**config.mk**
```make
export PLATFORM = sky130hd
export DESIGN_NAME = zimbo_memarb
export DESIGN_NICKNAME = d
export VERILOG_FILES = /design/src/rtl/zimbo_memarb.sv
export SDC_FILE = /design/constraint.sdc
export NUM_CORES = 1
export LEC_CHECK = 0
export CAP_MARGIN = 20
export CORE_ASPECT_RATIO = 1.75
export CORE_MARGIN = 2
export CORE_UTILIZATION = 36
export CTS_CLUSTER_DIAMETER = 120
export DETAILED_ROUTE_END_ITERATION = 7
export PLACE_DENSITY = 0.9
export SYNTH_ARGS = -nofsm -noshare
export SYNTH_HDL_FRONTEND = slang
export SYNTH_SLANG_ARGS = --single-unit
export TNS_END_PERCENT = 5
```
**constraint.sdc**
```tcl
create_clock -name clock -period 2.2 [get_ports clock]
set_input_delay 0.44 -clock clock [delete_from_list [all_inputs] [get_ports clock]]
set_output_delay 0.44 -clock clock [all_outputs]
set_load 0.03 [all_outputs]
```
**src/rtl/zimbo_memarb.sv**
```systemverilog
// zimbo_memarb: shares the single-port 16-bit SRAM between the CPU and DMA ports.
// CPU wins by default; starvation and burst counters bound each side's wait.
module zimbo_memarb #(
    parameter int STARVE_LIM = 8,
    parameter int BURST_LEN  = 4,
    parameter int DW         = 16,
    parameter int AW         = 16
) (
    input  logic          clock,
    input  logic          reset,
    input  logic          c_req,
    input  logic          c_we,
    input  logic [AW-1:0] c_addr,
    input  logic [DW-1:0] c_wdata,
    output logic          c_gnt,
    output logic          c_rvalid,
    output logic [DW-1:0] c_rdata,
    input  logic          d_req,
    input  logic          d_we,
    input  logic [AW-1:0] d_addr,
    input  logic [DW-1:0] d_wdata,
    output logic          d_gnt,
    output logic          d_rvalid,
    output logic [DW-1:0] d_rdata,
    output logic [AW-1:0] m_addr,
    output logic [DW-1:0] m_wdata,
    output logic          m_we,
    output logic          m_re,
    input  logic [DW-1:0] m_rdata
);

    localparam int WCW = $clog2(STARVE_LIM + 1);
    localparam int BCW = $clog2(BURST_LEN + 1);

    typedef enum logic {
        CPU_PRI = 1'b0,
        DMA_PRI = 1'b1
    } pri_t;

    pri_t           pri;
    logic [WCW-1:0] wait_cnt;
    logic [BCW-1:0] burst_cnt;
    logic           rd_pend;
    logic           rd_owner;
    logic [AW-1:0]  addr_q;
    logic [DW-1:0]  wdata_q;

    always_comb begin
        c_gnt = 1'b0;
        d_gnt = 1'b0;
        if (!reset) begin
            if (pri == CPU_PRI) begin
                c_gnt = c_req;
                d_gnt = d_req & ~c_req;
            end else begin
                d_gnt = d_req;
                c_gnt = c_req & ~d_req;
            end
        end
    end

    // Idle cycles keep the last address/data on the SRAM bus.
    always_comb begin
        m_addr  = addr_q;
        m_wdata = wdata_q;
        if (c_gnt) begin
            m_addr  = c_addr;
            m_wdata = c_wdata;
        end else if (d_gnt) begin
            m_addr  = d_addr;
            m_wdata = d_wdata;
        end
    end

    assign m_we = (c_gnt & c_we) | (d_gnt & d_we);
    assign m_re = (c_gnt & ~c_we) | (d_gnt & ~d_we);

    // Gating with reset drops a read return that lands in a reset cycle.
    assign c_rvalid = rd_pend & ~rd_owner & ~reset;
    assign d_rvalid = rd_pend & rd_owner & ~reset;
    assign c_rdata  = m_rdata;
    assign d_rdata  = m_rdata;

    always_ff @(posedge clock) begin
        if (reset) begin
            pri       <= CPU_PRI;
            wait_cnt  <= '0;
            burst_cnt <= '0;
            rd_pend   <= 1'b0;
            rd_owner  <= 1'b0;
            addr_q    <= '0;
            wdata_q   <= '0;
        end else begin
            addr_q   <= m_addr;
            wdata_q  <= m_wdata;
            rd_pend  <= m_re;
            rd_owner <= d_gnt;
            unique case (pri)
                CPU_PRI: begin
                    if (wait_cnt == WCW'(STARVE_LIM)) begin
                        pri       <= DMA_PRI;
                        wait_cnt  <= '0;
                        burst_cnt <= '0;
                    end else if (d_req && !d_gnt) begin
                        wait_cnt <= wait_cnt + WCW'(1);
                    end else begin
                        wait_cnt <= '0;
                    end
                end
                DMA_PRI: begin
                    if (!d_req || burst_cnt == BCW'(BURST_LEN - 1)) begin
                        pri       <= CPU_PRI;
                        burst_cnt <= '0;
                    end else begin
                        burst_cnt <= burst_cnt + BCW'(1);
                    end
                end
                default: pri <= CPU_PRI;
            endcase
        end
    end

endmodule

```
==> summary.txt, run 1 <==
Status -> complete, but fails checks
Failing checks -> setup timing
Setup CP Type -> reg2out
Worst hold slack -> 0.425 ns
CP required -> 1.76 ns
Crit-path leading delay family -> buffers and inverters
Number of clock sinks -> 42
Synth area leaders -> dfxtp_1 (36%), mux2i_1 (14%), buf_4 (10%)
H-tree depth -> 2
R2R Path Start -> pri
CTS tree -> yes
Hold EP -> wait_cnt[2]
Count leader, synth -> dfxtp_1
First-pass GRT wire length -> 11,300 um
Routability cong. -> 0.771
Max Fclk -> 449 MHz
CTS Buffer Depth -> 2
Post-synth top cells -> dfxtp_1 (42), nor2_1 (40), a21oi_1 (37), buf_4 (33)
R2R setup slack -> 0.56 ns
Post-synth cell types -> 25
Initial antenna violation count -> 0
Hold Crit Class -> in2reg
VDD IR-drop max -> 0.504 mV
R2R cell count -> 8
Final Cycle Share -> 1.01
M1 GR Usage -> 0.185
Core area -> 6440 um^2
Final Non-Filler Cells -> 503
Slowest stage delay, CP -> 0.34 ns
Worst Min Path Start -> reset
Worst-Skew Late Latency -> 0.28 ns
RSZ-0062 raised after global routing -> true
Clock-pin slew on the worst setup and hold paths -> 0.06 ns
Least-Margin Pin Slew -> 0.393 ns
Fin. Hold Viols -> 0
Antenna cells -> 0
Die X -> 65.2 um
CP Cell Sequence -> nand2b_4 -> nand3b_1 -> buf_6 -> clkbuf_16 -> mux2i_4 -> a21oi_1 -> buf_4
Top_reg_cell synth -> dfxtp_1
Max Cap Viol -> 0
Post-synth top area cell -> dfxtp_1
HPWL Detailed -> 5090 um
Cells after synthesis -> 273
Post-Place Cells -> 480
Worst-path fanout max -> 6
Compound-Gate Fraction of Synth Area -> 0.202
Area delta synth->final -> 89.6%
Yosys reg bits -> 42
CP endpoint kind -> output pin
Fin nets -> 510
Slew margin rel. -> 0.736
Grt ovf -> 0
Hold Crit Depth -> 2
Post-synthesis simple-gate area fraction -> 0.108
Root buf cell -> clkbuf_16
Hold Buf Count CTS -> 0
Initial Util -> 0.367
# rows -> 39
Vias per std cell -> 4.99
Drt total wl -> 7710 um
Synth top area share -> 0.356
Max Slew Vio Count -> 0
Asr flop ratio synth -> 0
Largest family of logic cells by synthesized area -> compound AO/OA/AOI/OAI gates
Final core occ -> 0.695
Share of cells above drive strength 1 -> 0.435
GR Layer Usage met2 -> 0.378
Synth Cell Area -> 2360 um^2
Final setup viols -> 1
Met3 Usage GRT -> 0.0396
Vias -> 2,509
Mux contribution to synthesized area -> 0.136
1st-pass router iterations -> 4
Synthesized area per cell -> 8.65 um^2
Ys Warns -> 0
R2R Path End -> addr_q[4]
Power Density -> 572 nW/um^2
GRT Max-Usage Layer -> met2
I/O Buffers -> 107
Setup Skew -> 0.00632 ns
Synth Area in XOR/XNOR -> 0
Post-DRT Antenna Nets -> 0
Critical path startpoint category -> flop
Seq/Total Area, Yosys -> 0.356
Crit path arrival time -> 1.78 ns
Num CTS Buffers -> 5
LEAKAGE -> 1.88 nW
GRT Util Overall -> 0.199
DR WL/cell -> 15.3 um
Vias in the first global route -> 2,610
Syn nets -> 363
Die ar. -> 7250 um^2
Chip Height -> 111 um
Number of synthesized flops with an enable pin -> 0
1st-iter DRT viols -> 96
Synth Area in Adders -> 0.0212
Largest net degree at the start of global routing -> 47
Min Tclk post-route -> 2.22 ns
Post-route DRC -> 0
I/O pin count -> 156
Setup TNS -> -0.0249 ns
Crit-path slowest cell -> dfxtp_4
Final WS setup -> -0.0249 ns
CP Buf/Inv Count -> 3
-- placed cells by master, fill, tap and decap left out, drive strengths merged, types with 2 or more instances in the layout --
cell type      synthesis  routed
o21ai                  2       2
a211oi                32      32
mux2i                 32      32
nand3b                 3       3
nand3                  2       2
clkinv                 0       2
and3b                  2       2
nor2                  40      40
nor3                   3       3
inv                    7       7
a21oi                 37      37
nand2                  5       5
a22oi                  2       2
ha                     4       4
o22ai                  2       2
buf                   43     119
dfxtp                 42      42
clkbuf                10      10
clkdlybuf4s50          0      68
-- registers in the layout (all words and copies together), names as in the netlist --
signal and flops:
addr_q 16, wdata_q 16, wait_cnt 4, burst_cnt 3, pri 1, rd_owner 1
rd_pend 1
-- cell type report --
| class | count | area [um^2] |
|---|---|---|
| clock inverter | 3 | 40.0 |
| sequential | 42 | 845 |
| clock buffer | 5 | 125 |
| fill | 470 | 1960 |
| timing repair buffer | 193 | 1850 |
| inverter | 7 | 26.3 |
| multi-input combinational | 171 | 1490 |
| tap | 82 | 103 |
-- kinds of logic (layout without fill, tap and decap cells) --
family / after synthesis / in the layout
DFF: 42 / 42
buffers and inverters: 60 / 208
adders and majority gates: 4 / 4
muxes: 32 / 32
and+or+nand+nor: 58 / 58
AOI/OAI and AO/OA: 77 / 77
-- report_power, final --
| group | switching [mW] | internal (mW) |
|---|---|---|
| logic | 0.404 | 0.488 |
| clock network | 0.296 | 0.531 |
| registers | 0.0326 | 0.810 |
-- per-stage QoR --
stage                     total power [mW]  setup slack [ns]  instance area, um^2
after floorplan                       1.29            0.0217                 2360
after global placement                1.54            -0.261                 3630
after detailed placement              1.56            -0.311                 3630
after CTS                             2.42           -0.0303                 3910
after global routing                  2.67            -0.103                 4480
final                                 2.56           -0.0249                 4480
-- how the worst max path moves through the flow --
stage          start          to  slack, ns  depth (start not counted)
2_1_floorplan  reset   m_addr[0]       0.02                          6
3_3_place_gp   d_req   m_addr[2]      -0.26                          7
3_5_place_dp   c_req  m_wdata[8]      -0.31                          7
4_1_cts          pri   m_addr[3]      -0.03                          7
5_1_grt          pri  m_wdata[4]      -0.10                          7
6_report         pri  m_wdata[4]      -0.02                          7
-- repair_timing --
item | in CTS | in global routing
pin swaps | 1 | 18
buffers inserted | 4 | 5
endpoints found under the setup margin | 34 | 32
gates resized for setup | 14 | 87
cloned | 2 | 4
-- routing by layer --
metal	up-vias	wire (um)
met5	-	0
met4	0	315
met3	29	369
met2	76	4540
met1	1175	2480
li1	1229	-
(Power assumes the default switching activity.)
==> inputs of run 2 (changes only) <==
--- a/config.mk
+++ b/config.mk
@@ -10,6 +10,7 @@
 export CORE_MARGIN = 2
 export CORE_UTILIZATION = 36
 export CTS_CLUSTER_DIAMETER = 120
+export CTS_CLUSTER_SIZE = 30
 export DETAILED_ROUTE_END_ITERATION = 7
 export PLACE_DENSITY = 0.9
 export SYNTH_ARGS = -nofsm -noshare
==> results of run 2 <==
Final layout, timing and power as in run 1 (identical DEF).
